`config.mk`:
```
export PLATFORM = sky130hd
export DESIGN_NAME = mips_multicycle_ctrl_flat
export DESIGN_NICKNAME = d
export VERILOG_FILES = /design/src/rtl/mips_ctrl_pkg.sv /design/src/rtl/mips_multicycle_ctrl_if.sv /design/src/rtl/mips_opcode_decode.sv /design/src/rtl/mips_multicycle_ctrl.sv /design/src/flat_wrapper.sv
export SDC_FILE = /design/constraint.sdc
export NUM_CORES = 1
export LEC_CHECK = 0
export BUFFER_PORTS_ARGS = -buffer_cell sky130_fd_sc_hd__buf_2
export CAP_MARGIN = 20
export CORE_UTILIZATION = 43
export CTS_BUF_LIST = sky130_fd_sc_hd__clkbuf_8 sky130_fd_sc_hd__clkbuf_16
export CTS_CLUSTER_DIAMETER = 50
export DETAILED_ROUTE_END_ITERATION = 8
export MAX_ROUTING_LAYER = met4
export PLACE_DENSITY = 0.85
export SETUP_SLACK_MARGIN = 0.02
export SYNTH_ARGS = -nofsm -noshare
export SYNTH_HDL_FRONTEND = slang
export SYNTH_SLANG_ARGS = --single-unit
```
`constraint.sdc`:
```
create_clock -name clk -period 2.49 [get_ports clk]
set_clock_uncertainty 0.2 [all_clocks]
set_input_delay 0.747 -clock clk [delete_from_list [all_inputs] [get_ports clk]]
set_output_delay 0.747 -clock clk [all_outputs]
set_load 0.01 [all_outputs]
```
`src/rtl/mips_ctrl_pkg.sv`:
```
// rtl/mips_ctrl_pkg.sv - shared opcodes, state encoding and datapath select codes for the multicycle controller
// Contents: opcode/funct constants, state_e (fixed 4-bit codes), alu_src_b / alu_op / pc_source
// encodings, the one-hot instruction class and the bundle of control outputs.
package mips_ctrl_pkg;

    localparam logic [5:0] OP_RTYPE  = 6'b000000;
    localparam logic [5:0] OP_LW     = 6'b100011;
    localparam logic [5:0] OP_SW     = 6'b101011;
    localparam logic [5:0] OP_BEQ    = 6'b000100;
    localparam logic [5:0] OP_BNE    = 6'b000101;
    localparam logic [5:0] OP_ADDI   = 6'b001000;
    localparam logic [5:0] OP_J      = 6'b000010;
    localparam logic [5:0] FUNCT_JR  = 6'b001000;

    localparam logic [1:0] ALUB_B       = 2'b00;
    localparam logic [1:0] ALUB_FOUR    = 2'b01;
    localparam logic [1:0] ALUB_IMM     = 2'b10;
    localparam logic [1:0] ALUB_IMM_SH2 = 2'b11;

    localparam logic [1:0] ALUOP_ADD   = 2'b00;
    localparam logic [1:0] ALUOP_SUB   = 2'b01;
    localparam logic [1:0] ALUOP_FUNCT = 2'b10;

    localparam logic [1:0] PCSRC_ALU    = 2'b00;
    localparam logic [1:0] PCSRC_ALUOUT = 2'b01;
    localparam logic [1:0] PCSRC_JUMP   = 2'b10;
    localparam logic [1:0] PCSRC_REG_A  = 2'b11;

    typedef enum logic [3:0] {
        ST_FETCH     = 4'd0,
        ST_DECODE    = 4'd1,
        ST_MEM_ADDR  = 4'd2,
        ST_MEM_RD    = 4'd3,
        ST_MEM_WB    = 4'd4,
        ST_MEM_WR    = 4'd5,
        ST_R_EXEC    = 4'd6,
        ST_R_WB      = 4'd7,
        ST_BRANCH    = 4'd8,
        ST_JUMP      = 4'd9,
        ST_ADDI_EXEC = 4'd10,
        ST_ADDI_WB   = 4'd11,
        ST_JR        = 4'd12
    } state_e;

    typedef struct packed {
        logic rtype;
        logic jr;
        logic lw;
        logic sw;
        logic beq;
        logic bne;
        logic addi;
        logic j;
        logic illegal;
    } instr_class_t;

    typedef struct packed {
        logic       pc_write;
        logic       pc_write_cond;
        logic       i_or_d;
        logic       mem_read;
        logic       mem_write;
        logic       ir_write;
        logic       reg_dst;
        logic       mem_to_reg;
        logic       reg_write;
        logic       alu_src_a;
        logic [1:0] alu_src_b;
        logic [1:0] alu_op;
        logic [1:0] pc_source;
        logic       instr_done;
        logic       illegal_op;
    } ctrl_t;

endpackage

```
`src/rtl/mips_multicycle_ctrl_if.sv`:
```
// rtl/mips_multicycle_ctrl_if.sv - controller <-> datapath/memory signal bundle
// master: the controller (takes opcode/funct/zero/mem_ready, drives every select, enable and status).
// slave:  the datapath side (drives instruction fields and flags, observes the controls).
interface mips_multicycle_ctrl_if;
    logic [5:0] opcode;
    logic [5:0] funct;
    logic       zero;
    logic       mem_ready;
    logic       pc_write;
    logic       pc_write_cond;
    logic       i_or_d;
    logic       mem_read;
    logic       mem_write;
    logic       ir_write;
    logic       reg_dst;
    logic       mem_to_reg;
    logic       reg_write;
    logic       alu_src_a;
    logic [1:0] alu_src_b;
    logic [1:0] alu_op;
    logic [1:0] pc_source;
    logic       instr_done;
    logic       illegal_op;
    logic [3:0] state;

    modport master (
        input  opcode, funct, zero, mem_ready,
        output pc_write, pc_write_cond, i_or_d, mem_read, mem_write, ir_write,
               reg_dst, mem_to_reg, reg_write, alu_src_a, alu_src_b, alu_op,
               pc_source, instr_done, illegal_op, state
    );

    modport slave (
        output opcode, funct, zero, mem_ready,
        input  pc_write, pc_write_cond, i_or_d, mem_read, mem_write, ir_write,
               reg_dst, mem_to_reg, reg_write, alu_src_a, alu_src_b, alu_op,
               pc_source, instr_done, illegal_op, state
    );
endinterface

```
`src/rtl/mips_opcode_decode.sv`:
```
// rtl/mips_opcode_decode.sv - combinational opcode/funct to one-hot instruction class
// Ports: opcode (IR[31:26]), funct (IR[5:0]) in; cls one-hot class out (illegal when nothing matches).
module mips_opcode_decode
    import mips_ctrl_pkg::*;
(
    input  logic [5:0]   opcode,
    input  logic [5:0]   funct,
    output instr_class_t cls
);

    always_comb begin
        cls = '0;
        case (opcode)
            OP_RTYPE: begin
                // jr lives inside the R-type space; split it out so rtype and jr stay mutually exclusive
                if (funct == FUNCT_JR) cls.jr = 1'b1;
                else                   cls.rtype = 1'b1;
            end
            OP_LW:   cls.lw   = 1'b1;
            OP_SW:   cls.sw   = 1'b1;
            OP_BEQ:  cls.beq  = 1'b1;
            OP_BNE:  cls.bne  = 1'b1;
            OP_ADDI: cls.addi = 1'b1;
            OP_J:    cls.j    = 1'b1;
            default: cls.illegal = 1'b1;
        endcase
    end

endmodule

```
`src/rtl/mips_multicycle_ctrl.sv`:
```
// rtl/mips_multicycle_ctrl.sv - multicycle MIPS control FSM (fetch/decode/execute/memory/writeback)
// Ports: clk, reset_n (synchronous, active-low); bus (master modport) carrying opcode/funct/zero/
// mem_ready in and all datapath selects/enables, instr_done, illegal_op and debug state out.
module mips_multicycle_ctrl
    import mips_ctrl_pkg::*;
#(
    parameter int RESET_VECTOR_SEL = 0
) (
    input  logic                          clk,
    input  logic                          reset_n,
    mips_multicycle_ctrl_if.master        bus
);

    if (RESET_VECTOR_SEL != 0) begin : g_bad_reset_vector_sel
        $error("RESET_VECTOR_SEL must be 0");
    end

    state_e       state_q;
    state_e       state_d;
    instr_class_t cls;
    ctrl_t        ctrl;
    ctrl_t        ctrl_out;

    mips_opcode_decode u_decode (
        .opcode (bus.opcode),
        .funct  (bus.funct),
        .cls    (cls)
    );

    always_ff @(posedge clk) begin
        if (!reset_n) state_q <= ST_FETCH;
        else          state_q <= state_d;
    end

    always_comb begin
        state_d = state_q;
        case (state_q)
            ST_FETCH:  if (bus.mem_ready) state_d = ST_DECODE;
            ST_DECODE: begin
                if (cls.lw || cls.sw)        state_d = ST_MEM_ADDR;
                else if (cls.rtype)          state_d = ST_R_EXEC;
                else if (cls.jr)             state_d = ST_JR;
                else if (cls.beq || cls.bne) state_d = ST_BRANCH;
                else if (cls.j)              state_d = ST_JUMP;
                else if (cls.addi)           state_d = ST_ADDI_EXEC;
                else                         state_d = ST_FETCH;
            end
            ST_MEM_ADDR:  state_d = cls.sw ? ST_MEM_WR : ST_MEM_RD;
            ST_MEM_RD:    if (bus.mem_ready) state_d = ST_MEM_WB;
            ST_MEM_WR:    if (bus.mem_ready) state_d = ST_FETCH;
            ST_R_EXEC:    state_d = ST_R_WB;
            ST_ADDI_EXEC: state_d = ST_ADDI_WB;
            ST_MEM_WB, ST_R_WB, ST_BRANCH, ST_JUMP, ST_ADDI_WB, ST_JR:
                          state_d = ST_FETCH;
            default:      state_d = ST_FETCH;
        endcase
    end

    always_comb begin
        ctrl = '0;
        case (state_q)
            ST_FETCH: begin
                ctrl.mem_read  = 1'b1;
                ctrl.alu_src_b = ALUB_FOUR;
                ctrl.ir_write  = bus.mem_ready;
                ctrl.pc_write  = bus.mem_ready;
            end
            ST_DECODE: begin
                ctrl.alu_src_b  = ALUB_IMM_SH2;
                ctrl.illegal_op = cls.illegal;
                ctrl.instr_done = cls.illegal;
            end
            ST_MEM_ADDR: begin
                ctrl.alu_src_a = 1'b1;
                ctrl.alu_src_b = ALUB_IMM;
            end
            ST_MEM_RD: begin
                ctrl.mem_read = 1'b1;
                ctrl.i_or_d   = 1'b1;
            end
            ST_MEM_WB: begin
                ctrl.reg_write  = 1'b1;
                ctrl.mem_to_reg = 1'b1;
                ctrl.instr_done = 1'b1;
            end
            ST_MEM_WR: begin
                ctrl.mem_write  = 1'b1;
                ctrl.i_or_d     = 1'b1;
                ctrl.instr_done = bus.mem_ready;
            end
            ST_R_EXEC: begin
                ctrl.alu_src_a = 1'b1;
                ctrl.alu_op    = ALUOP_FUNCT;
            end
            ST_R_WB: begin
                ctrl.reg_dst    = 1'b1;
                ctrl.reg_write  = 1'b1;
                ctrl.instr_done = 1'b1;
            end
            ST_BRANCH: begin
                ctrl.alu_src_a  = 1'b1;
                ctrl.alu_op     = ALUOP_SUB;
                ctrl.pc_source  = PCSRC_ALUOUT;
                ctrl.instr_done = 1'b1;
                // beq goes through the datapath's zero gate; bne is resolved here since that gate only knows "equal"
                ctrl.pc_write_cond = cls.beq;
                ctrl.pc_write      = cls.bne & ~bus.zero;
            end
            ST_JUMP: begin
                ctrl.pc_source  = PCSRC_JUMP;
                ctrl.pc_write   = 1'b1;
                ctrl.instr_done = 1'b1;
            end
            ST_ADDI_EXEC: begin
                ctrl.alu_src_a = 1'b1;
                ctrl.alu_src_b = ALUB_IMM;
                ctrl.alu_op    = ALUOP_ADD;
            end
            ST_ADDI_WB: begin
                ctrl.reg_write  = 1'b1;
                ctrl.instr_done = 1'b1;
            end
            ST_JR: begin
                ctrl.pc_source  = PCSRC_REG_A;
                ctrl.pc_write   = 1'b1;
                ctrl.instr_done = 1'b1;
            end
            default: ctrl = '0;
        endcase
    end

    // Reset masks the outputs immediately, before the first reset edge has moved the state register
    assign ctrl_out = reset_n ? ctrl : '0;

    assign bus.pc_write      = ctrl_out.pc_write;
    assign bus.pc_write_cond = ctrl_out.pc_write_cond;
    assign bus.i_or_d        = ctrl_out.i_or_d;
    assign bus.mem_read      = ctrl_out.mem_read;
    assign bus.mem_write     = ctrl_out.mem_write;
    assign bus.ir_write      = ctrl_out.ir_write;
    assign bus.reg_dst       = ctrl_out.reg_dst;
    assign bus.mem_to_reg    = ctrl_out.mem_to_reg;
    assign bus.reg_write     = ctrl_out.reg_write;
    assign bus.alu_src_a     = ctrl_out.alu_src_a;
    assign bus.alu_src_b     = ctrl_out.alu_src_b;
    assign bus.alu_op        = ctrl_out.alu_op;
    assign bus.pc_source     = ctrl_out.pc_source;
    assign bus.instr_done    = ctrl_out.instr_done;
    assign bus.illegal_op    = ctrl_out.illegal_op;
    assign bus.state         = reset_n ? state_q : ST_FETCH;

endmodule

```
`src/flat_wrapper.sv`:
```
// flat-port wrapper written by rule: the top's interface ports become plain ports
module mips_multicycle_ctrl_flat import mips_ctrl_pkg::*;
#(
    parameter int RESET_VECTOR_SEL = 0
)
  (clk, reset_n, bus_opcode, bus_funct, bus_zero, bus_mem_ready, bus_pc_write, bus_pc_write_cond, bus_i_or_d, bus_mem_read, bus_mem_write, bus_ir_write, bus_reg_dst, bus_mem_to_reg, bus_reg_write, bus_alu_src_a, bus_alu_src_b, bus_alu_op, bus_pc_source, bus_instr_done, bus_illegal_op, bus_state);
  mips_multicycle_ctrl_if bus_i ();
  input  logic clk;
  input  logic reset_n;
  input wire logic [$bits(bus_i.opcode)-1:0] bus_opcode;
  input wire logic [$bits(bus_i.funct)-1:0] bus_funct;
  input wire logic [$bits(bus_i.zero)-1:0] bus_zero;
  input wire logic [$bits(bus_i.mem_ready)-1:0] bus_mem_ready;
  output wire logic [$bits(bus_i.pc_write)-1:0] bus_pc_write;
  output wire logic [$bits(bus_i.pc_write_cond)-1:0] bus_pc_write_cond;
  output wire logic [$bits(bus_i.i_or_d)-1:0] bus_i_or_d;
  output wire logic [$bits(bus_i.mem_read)-1:0] bus_mem_read;
  output wire logic [$bits(bus_i.mem_write)-1:0] bus_mem_write;
  output wire logic [$bits(bus_i.ir_write)-1:0] bus_ir_write;
  output wire logic [$bits(bus_i.reg_dst)-1:0] bus_reg_dst;
  output wire logic [$bits(bus_i.mem_to_reg)-1:0] bus_mem_to_reg;
  output wire logic [$bits(bus_i.reg_write)-1:0] bus_reg_write;
  output wire logic [$bits(bus_i.alu_src_a)-1:0] bus_alu_src_a;
  output wire logic [$bits(bus_i.alu_src_b)-1:0] bus_alu_src_b;
  output wire logic [$bits(bus_i.alu_op)-1:0] bus_alu_op;
  output wire logic [$bits(bus_i.pc_source)-1:0] bus_pc_source;
  output wire logic [$bits(bus_i.instr_done)-1:0] bus_instr_done;
  output wire logic [$bits(bus_i.illegal_op)-1:0] bus_illegal_op;
  output wire logic [$bits(bus_i.state)-1:0] bus_state;
  assign bus_i.opcode = bus_opcode;
  assign bus_i.funct = bus_funct;
  assign bus_i.zero = bus_zero;
  assign bus_i.mem_ready = bus_mem_ready;
  assign bus_pc_write = bus_i.pc_write;
  assign bus_pc_write_cond = bus_i.pc_write_cond;
  assign bus_i_or_d = bus_i.i_or_d;
  assign bus_mem_read = bus_i.mem_read;
  assign bus_mem_write = bus_i.mem_write;
  assign bus_ir_write = bus_i.ir_write;
  assign bus_reg_dst = bus_i.reg_dst;
  assign bus_mem_to_reg = bus_i.mem_to_reg;
  assign bus_reg_write = bus_i.reg_write;
  assign bus_alu_src_a = bus_i.alu_src_a;
  assign bus_alu_src_b = bus_i.alu_src_b;
  assign bus_alu_op = bus_i.alu_op;
  assign bus_pc_source = bus_i.pc_source;
  assign bus_instr_done = bus_i.instr_done;
  assign bus_illegal_op = bus_i.illegal_op;
  assign bus_state = bus_i.state;
  mips_multicycle_ctrl #(.RESET_VECTOR_SEL(RESET_VECTOR_SEL)) u_core (.clk(clk), .reset_n(reset_n), .bus(bus_i));
endmodule
```
==> out/summary.txt, run 1 <==
Most area-hungry cell type in the Yosys netlist = dfxtp_1
Top FF cell, synth = dfxtp_1
Synth Area in XOR/XNOR = 0.0133
Stopped at = global routing
Routability Congestion = 0.975
Largest family of logic cells by synthesized area = simple AND/OR/NAND/NOR gates
Placed Cells = 171
Hold buffers post-CTS = 0
Yosys top cell area share = 0.121
Longest Clk Path Bufs = 2
Multiplexer share of the synthesized area = 0.0152
Initial Util = 0.484
Final HPWL DP = 1.81 mm
Pin count of the biggest net entering global routing = 15
Port Buffer Count = 37
EDFF count, synth = 0
Clock root buffer = clkbuf_8
Worst endpoint after global-route timing repair = bus_instr_done
Number of standard cells after synthesis = 103
Register area share after synthesis = 0.121
Adder and majority gate portion of the synthesized area = 0
Count leader, synth = nor2_1
Post-Synth Simple-Gate Area = 0.530
Synth Area in Compound Gates = 0.258
Total CTS buffers = 3
Setup WS pre-CTS = -0.313 ns
H-tree depth = 1
Ports = 38
Stop err = [ERROR DPL-0038] Utilization greater than 100%, impossible to legalize
Synth Warn # = 0
Top cells by count, synth = 15 x nor2_1, 8 x nand2_1, 8 x nor3_1
Die Span X = 41.2 um
Mapped Nets = 119
Die Ht = 41.2 um
CTS sink count = 4
Synth cell types = 40
Synth top area cells = dfxtp_1 12%, nor2_1 8.5%, nor3_1 6.1%
Worst EP kind = output port
Avg Inst Size Synth = 6.41 um^2
Status = aborted with a tool error
Ys async rst share = 0
Cell Rows = 13
FF+latch count, synth = 4
Mapped cell area = 661 um^2
==> cell families after synthesis <==
group	after synthesis
xor+xnor	1
compound gates	24
simple gates	63
flops	4
mux	1
buf+inv	10
==> repair_timing <==
action	in CTS
setup endpoints to repair	13
endpoints found under the hold margin	0
setup buffers	5
gates resized for setup	17
pin swaps	6
==> metrics by stage <==
| step | cell area [um^2] | hold slack [ns] |
|---|---|---|
| 2_1_floorplan | 676 | 0.363 |
| 3_3_place_gp | 1020 | 0.449 |
| 3_5_place_dp | 1020 | 0.450 |
| 4_1_cts | 1170 | 0.462 |
==> inputs of run 2 (changes only) <==
- CORE_AREA: not set -> 2 2 63 65
- CORE_UTILIZATION: 43 -> not set
- CTS_BUF_LIST: sky130_fd_sc_hd__clkbuf_8 sky130_fd_sc_hd__clkbuf_16 -> not set
- CTS_CLUSTER_DIAMETER: 50 -> not set
- DIE_AREA: not set -> 0 0 65 67
- MAX_ROUTING_LAYER: met4 -> not set
- PLACE_DENSITY: 0.85 -> not set
- PLACE_DENSITY_LB_ADDON: not set -> 0.15
- SETUP_SLACK_MARGIN: 0.02 -> not set
==> run 2 against run 1 <==
Compared with the run above: the flow now finishes, with violations (setup timing); area after synthesis is the same; synthesized cell count is the same.
==> out/summary.txt, run 2 <==
Min Clock Period, post-route = 2.77 ns
Startpoint types = primary input
Crit end category = primary output
Avg WL per Cell = 12.6 um
Regs by FF count = u_core.state_q x4
Clock root buffer = clkbuf_8
Clock slew seen by the registers of the worst setup and hold paths = 0.03 ns
Initial antenna violation count = 0
Worst path cell trace = buf_8 -> or3b_4 -> a211o_1 -> nor2b_4 -> o21bai_4 -> buf_6
Setup CP Type = primary input to primary output
Max reg flops = 4
RSZ-0062 raised after global routing = yes
Worst vdd ir = 0.124 mV
Number of fill cells in the layout = 387
Full die area = 4360 um^2
Final hold violations = 0
Ys async rst share = 0 (unchanged)
Synth top area cells = dfxtp_1 12%, nor2_1 8.5%, nor3_1 6.1%
Total GRT Usage = 0.120
Routability Congestion = 0.808 (-17%)
CP max-delay cell = or3b_4
Ports = 38 (unchanged)
Hold_ws = 0.483 ns
Commonest non-fill, non-tap cell in the layout = buf_2
# DRC = 0
Worst skew pair latency = 0.22 ns
Area occupied by multi-input gates = 663 um^2
First-pass GRT wire length = 4.06 mm
Static Leak = 0.000624 uW
Most frequent cells in the layout = 32 x buf_2, 29 x buf_4, 13 x nor2_1
Port Buffer Count = 37 (unchanged)
# Max-Cap Violations = 0
Top cells by count, synth = 15 x nor2_1, 8 x nand2_1, 8 x nor3_1
Top FF cell, synth = dfxtp_1
Slowest Stage Delay on Critical Path = 0.37 ns
R2R setup slack = 0.83 ns
Pre-antenna DRT Iters = 4
Register area = 87.6 um^2
Crit-path max FO = 3
Longest Clk Path Bufs = 2 (unchanged)
# setup viols final = 9
Antenna Nets Post-Route = 0
FF+latch count, synth = 4 (unchanged)
CTS tree = built
Final worst slack = -0.283 ns
Pin count of the biggest net entering global routing = 13
Ratio of cells with drive above 1 in the final layout = 0.591
Placement Cell Area = 1080 um^2 (+6.5%)
Vias per cell = 4.61
Synth cell types = 40 (unchanged)
Slew @ Worst Pin = 0.785 ns
Number of standard cells after synthesis = 103 (unchanged)
CTS sink count = 4 (unchanged)
Fin area = 1380 um^2
Avg Inst Size Synth = 6.41 um^2 (unchanged)
Largest reg by FF count = u_core.state_q
Count leader, synth = nor2_1
Final HPWL DP = 2.06 mm (+14%)
Register area share after synthesis = 0.121 (unchanged)
Slew headroom = 0.470
Synth Warn # = 0 (unchanged)
Hold buffers post-CTS = 0 (unchanged)
Worst Path Required = 1.54 ns
ANT cells = 0
Core region area = 3610 um^2
Status = finished with violations
EDFF count, synth = 0 (unchanged)
Die Span X = 65 um (+58%)
Total CTS buffers = 3 (unchanged)
Cell area power density = 252 nW/um^2
Congestion Overflow GR = 0
DR vias = 1009
Detailed Route Iter0 Violations = 35
Nets = 189
Post-Route WL = 2.76 mm
Die Ht = 67 um (+63%)
Fmax achieved = 0.361 GHz
Post-layout util = 0.382
Crit share post-route = 1.11
Most area-hungry cell type in the Yosys netlist = dfxtp_1
Mapped Nets = 119 (unchanged)
Cell Rows = 22 (+9)
Setup TNS = -0.786 ns
Initial Util = 0.183 (-0.300)
Tot Pwr = 347 uW
Worst EP arrival = 1.83 ns
Violated checks = setup timing
Area grow syn2layout = 109%
Slew Viols, Final = 0
Vias in the first global route = 896
H-tree depth = 1 (unchanged)
Yosys top cell area share = 0.121 (unchanged)
Worst hold path type = flip-flop to flip-flop
Mapped cell area = 661 um^2 (unchanged)
==> run 2: cell counts after synthesis <==
No cell type changed its count.
==> run 2: final cells by class <==
type | count | area share
flip-flops and latches | 4 | 0.0635
inverters | 4 | 0.0109
well taps | 48 | 0.0436
repair buffers | 71 | 0.371
multi-input cells | 89 | 0.481
clock buffers | 3 | 0.0299
==> run 2: metrics by stage <==
step	cells	setup slack, ns
2_1_floorplan	103	-0.157
3_3_place_gp	208	-0.321
3_5_place_dp	208	-0.320
4_1_cts	212	-0.326
5_1_grt	219	-0.327
6_report	219	-0.283
==> run 2: final timing paths <==
check	start	to	cells after the start
setup reg to reg	u_core.state_q[1]	u_core.state_q[3]	5
setup / recovery	reset_n	bus_instr_done	6
hold reg to reg	u_core.state_q[0]	u_core.state_q[1]	2
hold / removal	u_core.state_q[0]	u_core.state_q[1]	2
==> run 2: repair_timing <==
item	CTS	global route
setup endpoints to repair	11	14
pin swaps	5	5
gates cloned	0	1
setup buffers	1	6
gates resized for setup	12	29
==> run 2: cells by family (layout without fill, tap and decap cells) <==
family	Yosys count	in the layout	synth area share
flops	4	4	0.121
compound gates	24	24	0.258
xor+xnor	1	1	0.0133
mux	1	1	0.0152
simple gates	63	63	0.530
buf+inv	10	78	0.0625
==> run 2: routing by layer <==
layer / vias to the layer above / global-route usage / routed length (um)
met5: - / 0 / 0
met4: 0 / 0.0399 / 0
met3: 0 / 0.0186 / 116
met2: 29 / 0.207 / 1410
met1: 473 / 0.150 / 1230
li1: 507 / - / -
==> run 2: worst max-delay path: cells and delay by family <==
kind,cells,cell delay [ns]
buffers and inverters,2,0.18
and+or+nand+nor,2,0.49
AOI/OAI and AO/OA,2,0.40
==> run 2: power by group <==
group,leakage [uW],internal (uW),switching [uW]
Combinational,0.000568,79.4,63.3
Sequential,0.0000346,66.3,4.38
Clock,0.0000216,103,30.9
(Power assumes the default switching activity.)
==> inputs of run 3 (changes only) <==
- ABC_CLOCK_PERIOD_IN_PS: not set -> 2490
- GPL_TIMING_DRIVEN: not set -> 0
==> run 3 against run 2 <==
Compared with the run above: the flow still finishes with violations (setup timing); maximum frequency fell by 0.86%; power is 7.0% lower; count of clock-buffer cells in the layout did not move; critical path depth unchanged; die area unchanged; register-to-register slack better by 0.05 ns; clock power about the same; worst setup slack worse by 0.024 ns; cell count down 9.1%; largest cell class unchanged; highest routed layer unchanged.
==> out/summary.txt, run 3 (same netlist as run 2, synthesis figures left out) <==
Status = finished with violations
Violated checks = setup timing
Worst hold path type = flip-flop to flip-flop
Congestion Overflow GR = 0 (unchanged)
Setup CP Type = primary input to primary output
# setup viols final = 6 (-3)
Post-Route WL = 2.65 mm (-4.1%)
Min Clock Period, post-route = 2.80 ns (+0.0241 ns)
Slew @ Worst Pin = 0.442 ns (-0.343 ns)
Longest Clk Path Bufs = 2 (unchanged)
Fmax achieved = 0.357 GHz (-0.86%)
CTS sink count = 4 (unchanged)
Cell Rows = 22 (unchanged)
Fin area = 1180 um^2 (-15%)
Worst EP arrival = 1.85 ns (+0.02 ns)
Vias in the first global route = 919 (+2.6%)
Area grow syn2layout = 78.4%
Final worst slack = -0.307 ns (-0.0241 ns)
Max reg flops = 4 (unchanged)
Worst Path Required = 1.54 ns (about the same)
Startpoint types = primary input
Ports = 38 (unchanged)
Worst path cell trace = buf_8 -> or3b_4 -> a211o_4 -> nor2b_4 -> o21bai_4 -> buf_6
Core region area = 3610 um^2 (unchanged)
Port Buffer Count = 37 (unchanged)
R2R setup slack = 0.88 ns (+0.05 ns)
Crit share post-route = 1.12 (+0.00968)
Vias per cell = 4.72 (+2.5%)
Worst skew pair latency = 0.21 ns (about the same)
CP startpoint = reset_n
Slowest Stage Delay on Critical Path = 0.38 ns (about the same)
Slew Viols, Final = 0 (unchanged)
Regs by FF count = u_core.state_q x4
Clock root buffer = clkbuf_8
Cell area power density = 274 nW/um^2 (+8.8%)
# DRC = 0 (unchanged)
H-tree depth = 1 (unchanged)
Crit end category = primary output
Largest reg by FF count = u_core.state_q
Worst R2R Start = u_core.state_q[1]
Full die area = 4360 um^2 (unchanged)
Total CTS buffers = 3 (unchanged)
Routability Congestion = 0.809 (about the same)
First-pass GRT wire length = 4.33 mm (+6.4%)
Initial Util = 0.183 (unchanged)
Most frequent cells in the layout = 32 x buf_2, 13 x nor2_1, 9 x buf_4
R2r endpoint = u_core.state_q[2]
Crit-path max FO = 3 (unchanged)
Total GRT Usage = 0.127 (+0.00684)
Commonest non-fill, non-tap cell in the layout = buf_2
Detailed Route Iter0 Violations = 41 (+17%)
Placed Cells = 188 (-9.6%)
Initial antenna violation count = 0 (unchanged)
ANT cells = 0 (unchanged)
Final hold violations = 0 (unchanged)
Hold buffers post-CTS = 0 (unchanged)
CP max-delay cell = or3b_4
Ratio of cells with drive above 1 in the final layout = 0.497 (-0.0940)
Antenna Nets Post-Route = 0 (unchanged)
Final HPWL DP = 1.90 mm (-7.7%)
RSZ-0062 raised after global routing = yes
Placement Cell Area = 916 um^2 (-16%)
Slew headroom = 0.701 (+0.231)
Die Ht = 67 um (unchanged)
Die Span X = 65 um (unchanged)
CTS tree = built
Number of fill cells in the layout = 417 (+7.8%)
Avg WL per Cell = 13.3 um (+5.5%)
Nets = 169 (-11%)
# Max-Cap Violations = 0 (unchanged)
Static Leak = 0.000526 uW (-16%)
DR vias = 940 (-6.8%)
Post-Layout Cell Count = 199 (-9.1%)
Critical Path Sink = bus_instr_done
Worst vdd ir = 0.107 mV (-13%)
Worst Reg-to-Reg Cells = 5 (unchanged)
Pre-antenna DRT Iters = 4 (unchanged)
Pin count of the biggest net entering global routing = 11 (-2)
Clock slew seen by the registers of the worst setup and hold paths = 0.03 ns (about the same)
==> run 3: metal layers <==
layer	global-route usage	vias up	share of wire
met3	0.0152	0	0.036
met1	0.163	431	0.47
met2	0.216	32	0.49
met5	0	-	0
met4	0.0452	0	0
li1	-	477	-
==> run 3: power breakdown <==
group	internal, uW	total, uW	switching, uW
clock	103	133	30.3
combinational	60.5	119	58.7
sequential	66.7	70.4	3.70
==> run 3: cell type report <==
cell class | count | area, um^2 | share of cell area
Timing Repair Buffer | 46 | 304 | 0.258
Buffer | 5 | 40.0 | 0.0340
Tap cell | 48 | 60.1 | 0.0510
Multi-Input combinational cell | 89 | 634 | 0.538
Clock buffer | 3 | 41.3 | 0.0350
Sequential cell | 4 | 83.8 | 0.0711
Inverter | 4 | 15.0 | 0.0127
==> run 3: critical path: cells and delay by family <==
family | cells | cell delay [ns]
and+or+nand+nor | 2 | 0.50
AOI/OAI and AO/OA | 2 | 0.42
buffers and inverters | 2 | 0.18
==> run 3: worst min-delay path by stage <==
| stage | from | to | depth (start not counted) |
|---|---|---|---|
| after floorplan | u_core.state_q[0] | u_core.state_q[1] | 2 |
| after global placement | u_core.state_q[0] | u_core.state_q[1] | 2 |
| after detailed placement | u_core.state_q[0] | u_core.state_q[1] | 2 |
| after CTS | u_core.state_q[0] | u_core.state_q[1] | 2 |
| after global routing | u_core.state_q[2] | u_core.state_q[3] | 2 |
| final | u_core.state_q[2] | u_core.state_q[3] | 2 |
==> run 3: repair_timing <==
| action | CTS | global route |
|---|---|---|
| endpoints found under the setup margin | 16 | 16 |
| pin swaps | 8 | 4 |
| gates resized for setup | 26 | 18 |
| setup buffers | 9 | 1 |
==> run 3: through the flow <==
stage | power, uW | hold WS [ns] | setup TNS (ns) | util | worst slack [ns]
global route | 348 | 0.491 | -1.17 | 0.327 | -0.348
global placement | 157 | 0.508 | -1.87 | 0.254 | -0.434
finish | 323 | 0.450 | -0.734 | 0.327 | -0.307
CTS | 320 | 0.467 | -0.951 | 0.308 | -0.349
detailed placement | 157 | 0.509 | -2.02 | 0.254 | -0.430
floorplan | 119 | 0.363 | -0.167 | - | -0.157
